File: src/rtl/axis_byte_serializer_if.sv
// Port bundle for axis_byte_serializer: wide AXIS beat in, byte-wide AXIS out, null-last flag.
// slave is the serializer's view, master is the view of whatever drives and sinks it.
interface axis_byte_serializer_if #(
  parameter int DataWidth = 64,
  parameter int IdWidth   = 5,
  parameter int DestWidth = 5
);
  logic [DataWidth-1:0]   s_tdata_i;
  logic [DataWidth/8-1:0] s_tstrb_i;
  logic [DataWidth/8-1:0] s_tkeep_i;
  logic                   s_tlast_i;
  logic [IdWidth-1:0]     s_tid_i;
  logic [DestWidth-1:0]   s_tdest_i;
  logic                   s_tuser_i;
  logic                   s_tvalid_i;
  logic                   s_tready_o;

  logic [7:0]             m_tdata_o;
  logic                   m_tstrb_o;
  logic                   m_tlast_o;
  logic [IdWidth-1:0]     m_tid_o;
  logic [DestWidth-1:0]   m_tdest_o;
  logic                   m_tuser_o;
  logic                   m_tvalid_o;
  logic                   m_tready_i;

  logic                   null_last_o;

  modport slave (
    input  s_tdata_i, s_tstrb_i, s_tkeep_i, s_tlast_i, s_tid_i, s_tdest_i, s_tuser_i, s_tvalid_i,
    output s_tready_o,
    output m_tdata_o, m_tstrb_o, m_tlast_o, m_tid_o, m_tdest_o, m_tuser_o, m_tvalid_o,
    input  m_tready_i,
    output null_last_o
  );

  modport master (
    output s_tdata_i, s_tstrb_i, s_tkeep_i, s_tlast_i, s_tid_i, s_tdest_i, s_tuser_i, s_tvalid_i,
    input  s_tready_o,
    input  m_tdata_o, m_tstrb_o, m_tlast_o, m_tid_o, m_tdest_o, m_tuser_o, m_tvalid_o,
    output m_tready_i,
    input  null_last_o
  );
endinterface

File: src/rtl/axis_byte_serializer.sv
// AXIS DataWidth->8 down-converter, LSB byte first, tkeep=0 bytes skipped, first byte the cycle after accept.
// s_tready_o follows m_tready_i combinationally on the final byte (no bubble); m_tuser_o only with AXIS_BYTE_SERIALIZER_TUSER_EN.
module axis_byte_serializer #(
  parameter int DataWidth = 64,
  parameter int IdWidth   = 5,
  parameter int DestWidth = 5
) (
  input logic                    clk_i,
  input logic                    rst_i,
  axis_byte_serializer_if.slave  bus
);
  localparam int NumBytes = DataWidth / 8;
  localparam int IdxWidth = $clog2(NumBytes);

  typedef struct packed {
    logic [DataWidth-1:0] data;
    logic [NumBytes-1:0]  strb;
    logic                 last;
    logic [IdWidth-1:0]   id;
    logic [DestWidth-1:0] dest;
  } hold_t;

  hold_t               hold_q;
  logic [NumBytes-1:0] rem_q;
  logic [NumBytes-1:0] rem_clr;
  logic [IdxWidth-1:0] idx;
  logic                null_last_q;
  logic                busy;
  logic                single;
  logic                fire;
  logic                accept;

  assign busy   = |rem_q;
  assign single = busy && ((rem_q & (rem_q - NumBytes'(1))) == '0);

  // Lowest remaining byte goes out first, so holes in tkeep are skipped in order.
  always_comb begin
    idx = '0;
    for (int i = NumBytes - 1; i >= 0; i--) begin
      if (rem_q[i]) idx = IdxWidth'(i);
    end
  end

  assign rem_clr = rem_q & ~(NumBytes'(1) << idx);
  assign fire    = busy && bus.m_tready_i;
  assign accept  = bus.s_tvalid_i && bus.s_tready_o;

  assign bus.s_tready_o = !busy || (fire && single);

  // A new beat overrides the clear of a simultaneous final-byte fire.
  always_ff @(posedge clk_i or posedge rst_i) begin
    if (rst_i) begin
      hold_q      <= '0;
      rem_q       <= '0;
      null_last_q <= 1'b0;
    end else begin
      null_last_q <= accept && (bus.s_tkeep_i == '0) && bus.s_tlast_i;
      if (accept) begin
        hold_q <= '{data: bus.s_tdata_i,
                    strb: bus.s_tstrb_i,
                    last: bus.s_tlast_i,
                    id:   bus.s_tid_i,
                    dest: bus.s_tdest_i};
        rem_q  <= bus.s_tkeep_i;
      end else if (fire) begin
        rem_q  <= rem_clr;
      end
    end
  end

`ifdef AXIS_BYTE_SERIALIZER_TUSER_EN
  logic user_q;

  always_ff @(posedge clk_i or posedge rst_i) begin
    if (rst_i) begin
      user_q <= 1'b0;
    end else if (accept) begin
      user_q <= bus.s_tuser_i;
    end
  end

  assign bus.m_tuser_o = user_q;
`else
  assign bus.m_tuser_o = 1'b0;
`endif

  assign bus.m_tdata_o   = hold_q.data[{idx, 3'b000} +: 8];
  assign bus.m_tstrb_o   = hold_q.strb[idx];
  assign bus.m_tlast_o   = single && hold_q.last;
  assign bus.m_tid_o     = hold_q.id;
  assign bus.m_tdest_o   = hold_q.dest;
  assign bus.m_tvalid_o  = busy;
  assign bus.null_last_o = null_last_q;
endmodule
File: src/flat_wrapper.sv
// flat-port wrapper written by rule: the top's interface ports become plain ports
module axis_byte_serializer_flat 
#(
  parameter int DataWidth = 64,
  parameter int IdWidth   = 5,
  parameter int DestWidth = 5
)
  (clk_i, rst_i, bus_s_tdata_i, bus_s_tstrb_i, bus_s_tkeep_i, bus_s_tlast_i, bus_s_tid_i, bus_s_tdest_i, bus_s_tuser_i, bus_s_tvalid_i, bus_s_tready_o, bus_m_tdata_o, bus_m_tstrb_o, bus_m_tlast_o, bus_m_tid_o, bus_m_tdest_o, bus_m_tuser_o, bus_m_tvalid_o, bus_m_tready_i, bus_null_last_o);
  axis_byte_serializer_if #(.DataWidth(DataWidth), .IdWidth(IdWidth), .DestWidth(DestWidth)) bus_i ();
  input logic clk_i;
  input logic rst_i;
  input wire logic [$bits(bus_i.s_tdata_i)-1:0] bus_s_tdata_i;
  input wire logic [$bits(bus_i.s_tstrb_i)-1:0] bus_s_tstrb_i;
  input wire logic [$bits(bus_i.s_tkeep_i)-1:0] bus_s_tkeep_i;
  input wire logic [$bits(bus_i.s_tlast_i)-1:0] bus_s_tlast_i;
  input wire logic [$bits(bus_i.s_tid_i)-1:0] bus_s_tid_i;
  input wire logic [$bits(bus_i.s_tdest_i)-1:0] bus_s_tdest_i;
  input wire logic [$bits(bus_i.s_tuser_i)-1:0] bus_s_tuser_i;
  input wire logic [$bits(bus_i.s_tvalid_i)-1:0] bus_s_tvalid_i;
  output wire logic [$bits(bus_i.s_tready_o)-1:0] bus_s_tready_o;
  output wire logic [$bits(bus_i.m_tdata_o)-1:0] bus_m_tdata_o;
  output wire logic [$bits(bus_i.m_tstrb_o)-1:0] bus_m_tstrb_o;
  output wire logic [$bits(bus_i.m_tlast_o)-1:0] bus_m_tlast_o;
  output wire logic [$bits(bus_i.m_tid_o)-1:0] bus_m_tid_o;
  output wire logic [$bits(bus_i.m_tdest_o)-1:0] bus_m_tdest_o;
  output wire logic [$bits(bus_i.m_tuser_o)-1:0] bus_m_tuser_o;
  output wire logic [$bits(bus_i.m_tvalid_o)-1:0] bus_m_tvalid_o;
  input wire logic [$bits(bus_i.m_tready_i)-1:0] bus_m_tready_i;
  output wire logic [$bits(bus_i.null_last_o)-1:0] bus_null_last_o;
  assign bus_i.s_tdata_i = bus_s_tdata_i;
  assign bus_i.s_tstrb_i = bus_s_tstrb_i;
  assign bus_i.s_tkeep_i = bus_s_tkeep_i;
  assign bus_i.s_tlast_i = bus_s_tlast_i;
  assign bus_i.s_tid_i = bus_s_tid_i;
  assign bus_i.s_tdest_i = bus_s_tdest_i;
  assign bus_i.s_tuser_i = bus_s_tuser_i;
  assign bus_i.s_tvalid_i = bus_s_tvalid_i;
  assign bus_s_tready_o = bus_i.s_tready_o;
  assign bus_m_tdata_o = bus_i.m_tdata_o;
  assign bus_m_tstrb_o = bus_i.m_tstrb_o;
  assign bus_m_tlast_o = bus_i.m_tlast_o;
  assign bus_m_tid_o = bus_i.m_tid_o;
  assign bus_m_tdest_o = bus_i.m_tdest_o;
  assign bus_m_tuser_o = bus_i.m_tuser_o;
  assign bus_m_tvalid_o = bus_i.m_tvalid_o;
  assign bus_i.m_tready_i = bus_m_tready_i;
  assign bus_null_last_o = bus_i.null_last_o;
  axis_byte_serializer #(.DataWidth(DataWidth), .IdWidth(IdWidth), .DestWidth(DestWidth)) u_core (.clk_i(clk_i), .rst_i(rst_i), .bus(bus_i));
endmodule
File: config.mk
export PLATFORM = sky130hd
export DESIGN_NAME = axis_byte_serializer_flat
export DESIGN_NICKNAME = d
export VERILOG_FILES = /design/src/rtl/axis_byte_serializer_if.sv /design/src/rtl/axis_byte_serializer.sv /design/src/flat_wrapper.sv
export SDC_FILE = /design/constraint.sdc
export NUM_CORES = 1
export LEC_CHECK = 0
export CELL_PAD_IN_SITES_DETAIL_PLACEMENT = 2
export CELL_PAD_IN_SITES_GLOBAL_PLACEMENT = 2
export CORE_ASPECT_RATIO = 0.9
export CORE_MARGIN = 5
export CORE_UTILIZATION = 36
export DETAILED_ROUTE_END_ITERATION = 8
export PLACE_DENSITY = 0.94
export SLEW_MARGIN = 20
export SYNTH_ARGS = -nofsm -noshare
export SYNTH_HDL_FRONTEND = slang
export SYNTH_SLANG_ARGS = --single-unit
File: constraint.sdc
create_clock -name clk_i -period 10.4 [get_ports clk_i]
set_input_delay 3.12 -clock clk_i [delete_from_list [all_inputs] [get_ports clk_i]]
set_output_delay 3.12 -clock clk_i [all_outputs]
set_load 0.02 [all_outputs]
=== Yosys cells after proc, flatten, opt, wreduce, memory -nomap -nowiden ===
Index checks and enable logic that the tools add are counted.

* Word-level logic and storage cells: 39
* Input bits: 96
* Flip-flop bits (word level): 92
* Output and inout port bits: 24

* Bitwise gates (word level): 3
* Add/sub/neg operators: 1
* Muxes and demuxes: 12
* Magnitude comparators: 1
* Reductions and logical operators: 13
* Shift-type cells: 2

{| class="wikitable"
|+ Operators with widths
! operator !! number
|-
| $shiftx A64 B7 Y8 || 1
|-
| $mux W3 || 8
|-
| $and A8 B8 Y8 || 2
|-
| $logic_not A8 Y1 || 2
|-
| $mux W8 || 2
|-
| $not A8 Y8 || 1
|-
| $reduce_or A8 Y1 || 1
|-
| $shl A1 B3 Y8 const A || 1
|-
| $sub A8 B1 Y8 const B || 1
|-
| $logic_and A1 B1 Y1 || 7
|-
| $lt A3 B4 Y1 const B || 1
|-
| $bmux W1 S3 || 1
|-
| $reduce_bool A2 Y1 || 1
|-
| $logic_not A1 Y1 || 1
|-
| $logic_or A1 B1 Y1 || 1
|-
| $mux W1 || 1
|}

=== Depth between registers and ports, before layout ===
Gate-level depths: netlist of run 1.

* Depth in word-level cells: 13
* Mapped depth: 9
* Gate-level depth less buffers: 6

=== Worst setup path after synthesis of run 1 ===
OpenSTA, ideal clock, no wires.

* Kind: input to output
* Start: in bus_m_tready_i
* End: out bus_s_tready_o
* Required time: 7,280 ps
* Setup slack: 3,632 ps
* Stages: 2
* Arrival: 3,648 ps
* Path buffers: 1
* Cell sequence: clkbuf_1 > o211a_1

* Cells in the longest elaborated chain, start to end: 3

{| class="wikitable"
|+ RTL lines
! element !! line !! source
|-
| start, declared || flat_wrapper.sv:28 || <nowiki>input wire logic [$bits(bus_i.m_tready_i)-1:0] bus_m_tready_i;</nowiki>
|-
| $logic_and A1 B1 Y1 || axis_byte_serializer.sv:45 || <nowiki>assign fire = busy && bus.m_tready_i;</nowiki>
|-
| $logic_and A1 B1 Y1 || axis_byte_serializer.sv:48 || <nowiki>assign bus.s_tready_o = !busy || (fire && single);</nowiki>
|-
| $logic_or A1 B1 Y1 || axis_byte_serializer.sv:48 ||
|-
| end, declared || flat_wrapper.sv:20 || <nowiki>output wire logic [$bits(bus_i.s_tready_o)-1:0] bus_s_tready_o;</nowiki>
|}

Every way passes these cells.

=== Worst setup path after layout of run 1 ===
Same ends and word-level chain as after synthesis.

==> results of run 1 <==
-- layer usage --
| layer | track usage, % | vias up |
|---|---|---|
| li1 | - | 1404 |
| met1 | 23.3 | 1643 |
| met2 | 33.5 | 71 |
| met3 | 3.95 | 16 |
| met4 | 5.39 | 0 |
| met5 | 0 | - |
-- per-stage QoR --
step	util [%]	hold slack (ns)	power, W	setup slack, ns	instance area [um2]
2_1_floorplan	-	0.459	0.00159	3.63	4650
3_3_place_gp	45.3	0.481	0.00194	2.67	5740
3_5_place_dp	45.3	0.481	0.00202	2.59	5740
4_1_cts	47.7	0.499	0.00238	2.59	6050
5_1_grt	47.7	0.524	0.00248	2.55	6050
6_report	47.7	0.496	0.00235	2.60	6050
-- flip-flops by register name, indices dropped and copies added, names as in the netlist --
signal	cells
u_core.bus.m_tdest_o	5
u_core.bus.null_last_o	1
u_core.bus.m_tid_o	5
u_core.rem_q	8
u_core.hold_q	73
-- logic make-up after synthesis --
| kind of cell | count (synthesis) |
|---|---|
| AND/OR/NAND/NOR | 47 |
| AO/OA/AOI/OAI | 61 |
| adder cells (fa/ha/maj) | 2 |
| multiplexers | 84 |
| buffers and inverters | 39 |
| other | 1 |
| flip-flops | 92 |
-- layout by cell type, fill, tap and decap left out, drive strengths merged, types with 3 or more instances in the layout --
master           n
a221oi          17
a21oi            6
clkbuf          12
nor4             3
mux2            84
dfrtp           92
nand3            5
nand2            9
buf              6
inv              5
a22o             6
a221o           16
clkdlybuf4s50  117
or2              3
clkinv           3
a31oi            3
nor2            17
-- power by group --
part / internal, W / leakage (nW) / switching [W]
Clock: 0.000199 / 0.149 / 0.000139
Combinational: 0.000684 / 1.32 / 0.000645
Sequential: 0.000541 / 1.11 / 0.000143
-- critical path: stages --
cell	delay, ns
clkdlybuf4s50_1	0.68
o211a_1	0.26
clkdlybuf4s50_1	0.61
-- area by class of cell --
class | instances | area [um2] | area share (%)
inverter | 6 | 23.8 | 0.393
clock buffer | 12 | 256 | 4.24
multi-input combinational | 195 | 2000 | 33.0
timing repair buffer | 123 | 1220 | 20.1
sequential | 92 | 2300 | 38.1
clock inverter | 4 | 47.5 | 0.786
tap | 164 | 205 | 3.39
-- how the worst max path moves through the flow --
stage | end | slack, ns | cells after the start
final | bus_s_tready_o | 2.60 | 3
after global routing | bus_s_tready_o | 2.55 | 3
after CTS | bus_s_tready_o | 2.59 | 3
after detailed placement | bus_s_tready_o | 2.59 | 3
after global placement | bus_s_tready_o | 2.67 | 3
after floorplan | bus_s_tready_o | 3.63 | 2
==> metrics.md, run 1 <==
| Metric | Value |
|---|---|
| I/O pin cnt | `120` |
| Wire length per cell | `23.7 um` |
| Worst-path fanout max | `9` |
| Run status | `finished clean` |
| Fin Setup TNS | `0 ns` |
| Antenna-violating nets left | `0` |
| Post-DP HPWL | `10.5 mm` |
| Sequential-to-total area share from yosys stat | `49.6%` |
| # DRC | `0` |
| YS warnings | `0` |
| Final setup violation count | `0` |
| Post-synth EDFFs | `0` |
| Power density over the cells | `389 mW/mm2` |
| CTS buffer count | `9` |
| Post-CTS Setup Inserts | `0` |
| Layout cells sized above 1 | `25.9%` |
| Vias in the first global route | `3,621` |
| IO Port Bufs | `117` |
| # fillers | `1,230` |
| Total iterations of the first detailed-routing run | `4` |
| Routed vias | `3,134` |
| Synth Area in Compound Gates | `11.2%` |
| Post-Syn Area per Cell | `14.3 um2` |
| Syn nets | `422` |
| Grt total ovfl | `0` |
| Hold worst-path end | `u_core.hold_q[24]` |
| Mux contribution to synthesized area | `26.0%` |
| Main flop type after synthesis | `dfrtp_1` |
| #FFs+latches synth | `92` |
| XOR/XNOR Fraction of Synth Area | `0%` |
| RSZ-0062 raised after global routing | `false` |
| # rows | `39` |
| Startpoint Class | `input pin` |
| Reg2Reg Setup Slack | `6.89 ns` |
| Mapped Area | `0.00465 mm2` |
| Final nets | `523` |
| Area fraction in and, or, nand and nor cells after synthesis | `5.25%` |
| Post-synth top cells | `dfrtp_1 (92), mux2_4 (70), a221o_1 (16), a221oi_1 (16), nor2_1 (16)` |
| Period utilisation layout | `75.0%` |
| Clock skew | `0.00535 ns` |
| Path depth of the worst reg2reg path | `7` |
| Reg-to-Reg Start | `u_core.rem_q[3]` |
| Core area | `0.0127 mm2` |
| Crit path DAT | `4.68 ns` |
| Die Span Y | `118 um` |
| Routability cong. | `0.751` |
| Met3 WL | `563 um` |
| Data required, critical path | `7.28 ns` |
| Root buffer cell | `clkbuf_16` |
| CTS Hold Bufs | `0` |
| Critical Path Start | `bus_m_tready_i` |
| Bufs on Longest Clock Path | `2` |
| Crit Path Class | `in2out` |
| Final hold violations | `0` |
| Die area | `0.0153 mm2` |
| Initial antenna violation count | `0` |
| Worst Min Path Start | `u_core.hold_q[24]` |
| Clk sinks | `92` |
| Hold depth | `1` |
| Reg2reg end | `u_core.hold_q[22]` |
| Overall Global Routing Usage | `19.0%` |
| Fmax | `0.128 GHz` |
| IR drop worst, VDD | `0.170 mV` |
| Die width | `130 um` |
| Post-Synth Adder-Cell Area | `0.431%` |
| # diodes | `0` |
| Worst-Margin Slew | `0.839 ns` |
| CTS HTree Levels | `3` |
| DRT iter0 DRCs | `200` |
| Largest net degree at the start of global routing | `64` |
| Most common cell in the netlist | `dfrtp_1` |
| Skew-Pair Late Insertion Delay | `0.35 ns` |
| Maxcap violations | `0` |
| Final Max Tran Viols | `0` |
| Synth top area cells | `dfrtp_1 (50%), mux2_4 (23%), a221o_1 (3.4%)` |
| CTS resizes | `0` |
| Clock-pin slew on the worst setup and hold paths | `0.06 ns` |
| Top layer in use | `met4` |
| Largest family of logic cells by synthesized area | `multiplexers` |
| Post-Layout Cell Count | `596` |
| DR WL met2 | `7.66 mm` |
| Dpl cells | `580` |
| Synth Instances | `326` |
| Hold Crit Class | `reg2reg` |
| Top-area cell type share of the netlist area | `49.6%` |
| Fin crit period | `7.80 ns` |
| Asr flop ratio synth | `100%` |
| Slew headroom | `44.0%` |
| Synthesis-to-finish area growth | `30.2%` |
| Distinct cells, synth | `45` |
| Leak | `2.57 nW` |
| M1 WL | `5.69 mm` |
| Top cell type by total area after synthesis | `dfrtp_1` |
| Crit end category | `primary output` |
| DRT Wirelength | `14.1 mm` |
| Global-route wire length before repair | `22.0 mm` |
| CTS tree | `built` |
| Initial Util | `36.6%` |
| Via/cell ratio | `5.26` |
Note: power is estimated with default switching activity, not from simulation.
==> run 2: changes to the inputs <==
- CORE_UTILIZATION: 36 -> 33
- PLACE_DENSITY: 0.94 -> 0.88
- clock period: 10.4 -> 7.78 ns (I/O delays scaled with it)
==> metrics.md, run 2 (same netlist as run 1, synthesis figures left out) <==
| Metric | Value |
|---|---|
| Core area | `0.0139 mm2 (+9.6%)` |
| Area of the multi-input gates | `0.00200 mm2 (unchanged)` |
| CP Cell Sequence | `clkdlybuf4s50_1 -> o211a_1 -> clkdlybuf4s50_1` |
| Startpoint Class | `input pin` |
| Leak | `2.60 nW (+0.97%)` |
| RSZ-0062 raised after global routing | `false` |
| Fin crit period | `6.19 ns` |
| Top delay family on crit path | `buffers and inverters` |
| Die width | `135 um (+4.1%)` |
| Layout cells sized above 1 | `26.2% (+0.23 points)` |
| Final Max Tran Viols | `0 (unchanged)` |
| Initial Util | `33.4% (-3.2 points)` |
| WP buf/inv | `2 (unchanged)` |
| Fmax | `0.161 GHz` |
| Overall Global Routing Usage | `17.9% (-1.1 points)` |
| Worst Slack Setup Final | `1.59 ns (-1.02 ns)` |
| Root buffer cell | `clkbuf_16` |
| CP max-delay cell | `clkdlybuf4s50_1` |
| Most used cell along the critical path | `clkdlybuf4s50_1` |
| Bufs on Longest Clock Path | `2 (unchanged)` |
| Run status | `finished clean` |
| Fin Setup TNS | `0 ns (unchanged)` |
| Routability cong. | `0.733 (-2.4%)` |
| Routed vias | `3,129 (-0.16%)` |
| IO Port Bufs | `117 (unchanged)` |
| Clock skew | `0.00619 ns (+0.000840 ns)` |
| CTS buffer count | `9 (unchanged)` |
| Regs by FF count | `u_core.hold_q (73), u_core.rem_q (8)` |
| CTS Hold Bufs | `0 (unchanged)` |
| Largest net degree at the start of global routing | `93 (+45%)` |
| Most common cell after layout, fill and taps aside | `clkdlybuf4s50_1` |
| Initial antenna violation count | `0 (unchanged)` |
| # rows | `41 (+5.1%)` |
| Worst Min Path Start | `u_core.hold_q[24]` |
| Die area | `0.0166 mm2 (+8.3%)` |
| # fillers | `1,349 (+9.7%)` |
| Slew headroom | `42.2% (-1.9 points)` |
| Grt total ovfl | `0 (unchanged)` |
| Post-DP HPWL | `10.3 mm (-2.6%)` |
| Reg-to-Reg Start | `u_core.rem_q[0]` |
| Path depth of the worst reg2reg path | `7 (unchanged)` |
| Commonest non-fill, non-tap cells in the layout | `clkdlybuf4s50_1 (117), dfrtp_1 (92), mux2_4 (70)` |
| IR drop worst, VDD | `0.195 mV (+15%)` |
| Synthesis-to-finish area growth | `32.2%` |
| Worst-path fanout max | `9 (unchanged)` |
| CTS resizes | `0 (unchanged)` |
| DRT iter0 DRCs | `199 (-0.50%)` |
| Post-CTS Setup Inserts | `0 (unchanged)` |
| Die Span Y | `123 um (+4.1%)` |
| DP Worst Slack | `1.60 ns (-0.990 ns)` |
| Data required, critical path | `5.45 ns (-1.83 ns)` |
| DRT Wirelength | `14.2 mm (+0.59%)` |
| Worst-Margin Slew | `0.867 ns (+0.0278 ns)` |
| Total iterations of the first detailed-routing run | `4 (unchanged)` |
| CTS tree | `built` |
| Max FFs per register | `73 (unchanged)` |
| Final setup violation count | `0 (unchanged)` |
| Reg2Reg Setup Slack | `4.67 ns (-2.22 ns)` |
| Crit end category | `primary output` |
| CTS HTree Levels | `3 (unchanged)` |
| Clock-pin slew on the worst setup and hold paths | `0.06 ns (about the same)` |
| Global-route wire length before repair | `22.5 mm (+2.3%)` |
| Hold worst-path end | `u_core.hold_q[24]` |
| Crit Path Class | `in2out` |
| Skew-Pair Late Insertion Delay | `0.35 ns (about the same)` |
| Hold depth | `1 (unchanged)` |
| Biggest cell delay along the critical path | `0.67 ns (about the same)` |
| Clk sinks | `92 (unchanged)` |
| # diodes | `0 (unchanged)` |
| Reg2reg end | `u_core.hold_q[22]` |
| Via/cell ratio | `5.01 (-4.8%)` |
| Post-Route Utilization | `44.2% (-3.5 points)` |
| Crit path DAT | `3.86 ns (-0.82 ns)` |
| Hold Crit Class | `reg2reg` |
| Largest Register | `u_core.hold_q` |
| Antenna-violating nets left | `0 (unchanged)` |
| Maxcap violations | `0 (unchanged)` |
| Final nets | `523 (unchanged)` |
| Wire length per cell | `22.7 um (-4.1%)` |
| Vias in the first global route | `3,779 (+4.4%)` |
| Period utilisation layout | `79.6%` |
| Final hold violations | `0 (unchanged)` |
| Power density over the cells | `527 mW/mm2 (+36%)` |
| I/O pin cnt | `120 (unchanged)` |
| Seq. cell area | `0.00230 mm2 (unchanged)` |
| # DRC | `0 (unchanged)` |
## run 2: changes by cell type in the layout (fill, tap and decap cells not counted), sizes merged
| cell | delta |
|---|---|
| clkinv | -3 |
| inv | +2 |
| clkbuf | -1 |
| bufinv | +2 |
## run 2: per-layer routing
layer	part of all wire [%]	wire length (um)	track usage, %	up-vias
met5	0	0	0	-
met4	1.3	184	4.60	0
met3	4.1	580	4.59	12
met2	53	7550	31.8	86
met1	41	5890	21.9	1629
li1	-	-	-	1402
## run 2: final cells by class
class                           instances  share of cell area (%)
Clock buffer                           11                    4.11
Sequential cell                        92                    37.5
Clock inverter                          5                    1.73
Tap cell                              193                    3.93
Inverter                                6                   0.448
Multi-Input combinational cell        195                    32.5
Timing Repair Buffer                  123                    19.8
## run 2: worst max path at each step
stage / depth (start not counted) / slack, ns / from / end
floorplan: 2 / 2.58 / bus_m_tready_i / bus_s_tready_o
global placement: 3 / 1.60 / bus_m_tready_i / bus_s_tready_o
detailed placement: 3 / 1.60 / bus_m_tready_i / bus_s_tready_o
CTS: 3 / 1.58 / bus_m_tready_i / bus_s_tready_o
global route: 3 / 1.56 / bus_m_tready_i / bus_s_tready_o
finish: 3 / 1.59 / bus_m_tready_i / bus_s_tready_o
## run 2: worst register-to-register path: stages (launching register included)
cell     delay (ns)
dfrtp_1        0.48
nor2_1         0.27
nand2_1        0.17
o31ai_1        0.39
o211a_1        0.24
and2_4         0.36
buf_4          0.64
mux2_2         0.44
## run 2: through the flow
| stage | std cells | hold WS (ns) | area (um2) | power [W] |
|---|---|---|---|---|
| after floorplan | 326 | 0.459 | 4650 | 0.00212 |
| after global placement | 609 | 0.486 | 5780 | 0.00261 |
| after detailed placement | 609 | 0.480 | 5780 | 0.00271 |
| after CTS | 625 | 0.496 | 6140 | 0.00327 |
| after global routing | 625 | 0.529 | 6140 | 0.00342 |
| final | 625 | 0.491 | 6140 | 0.00323 |
## run 2: where the power goes
group,total (W),leakage (nW),internal (W),switching [W]
clock network,0.000528,0.172,0.000333,0.000195
registers,0.000917,1.11,0.000723,0.000194
logic,0.00179,1.32,0.000914,0.000877
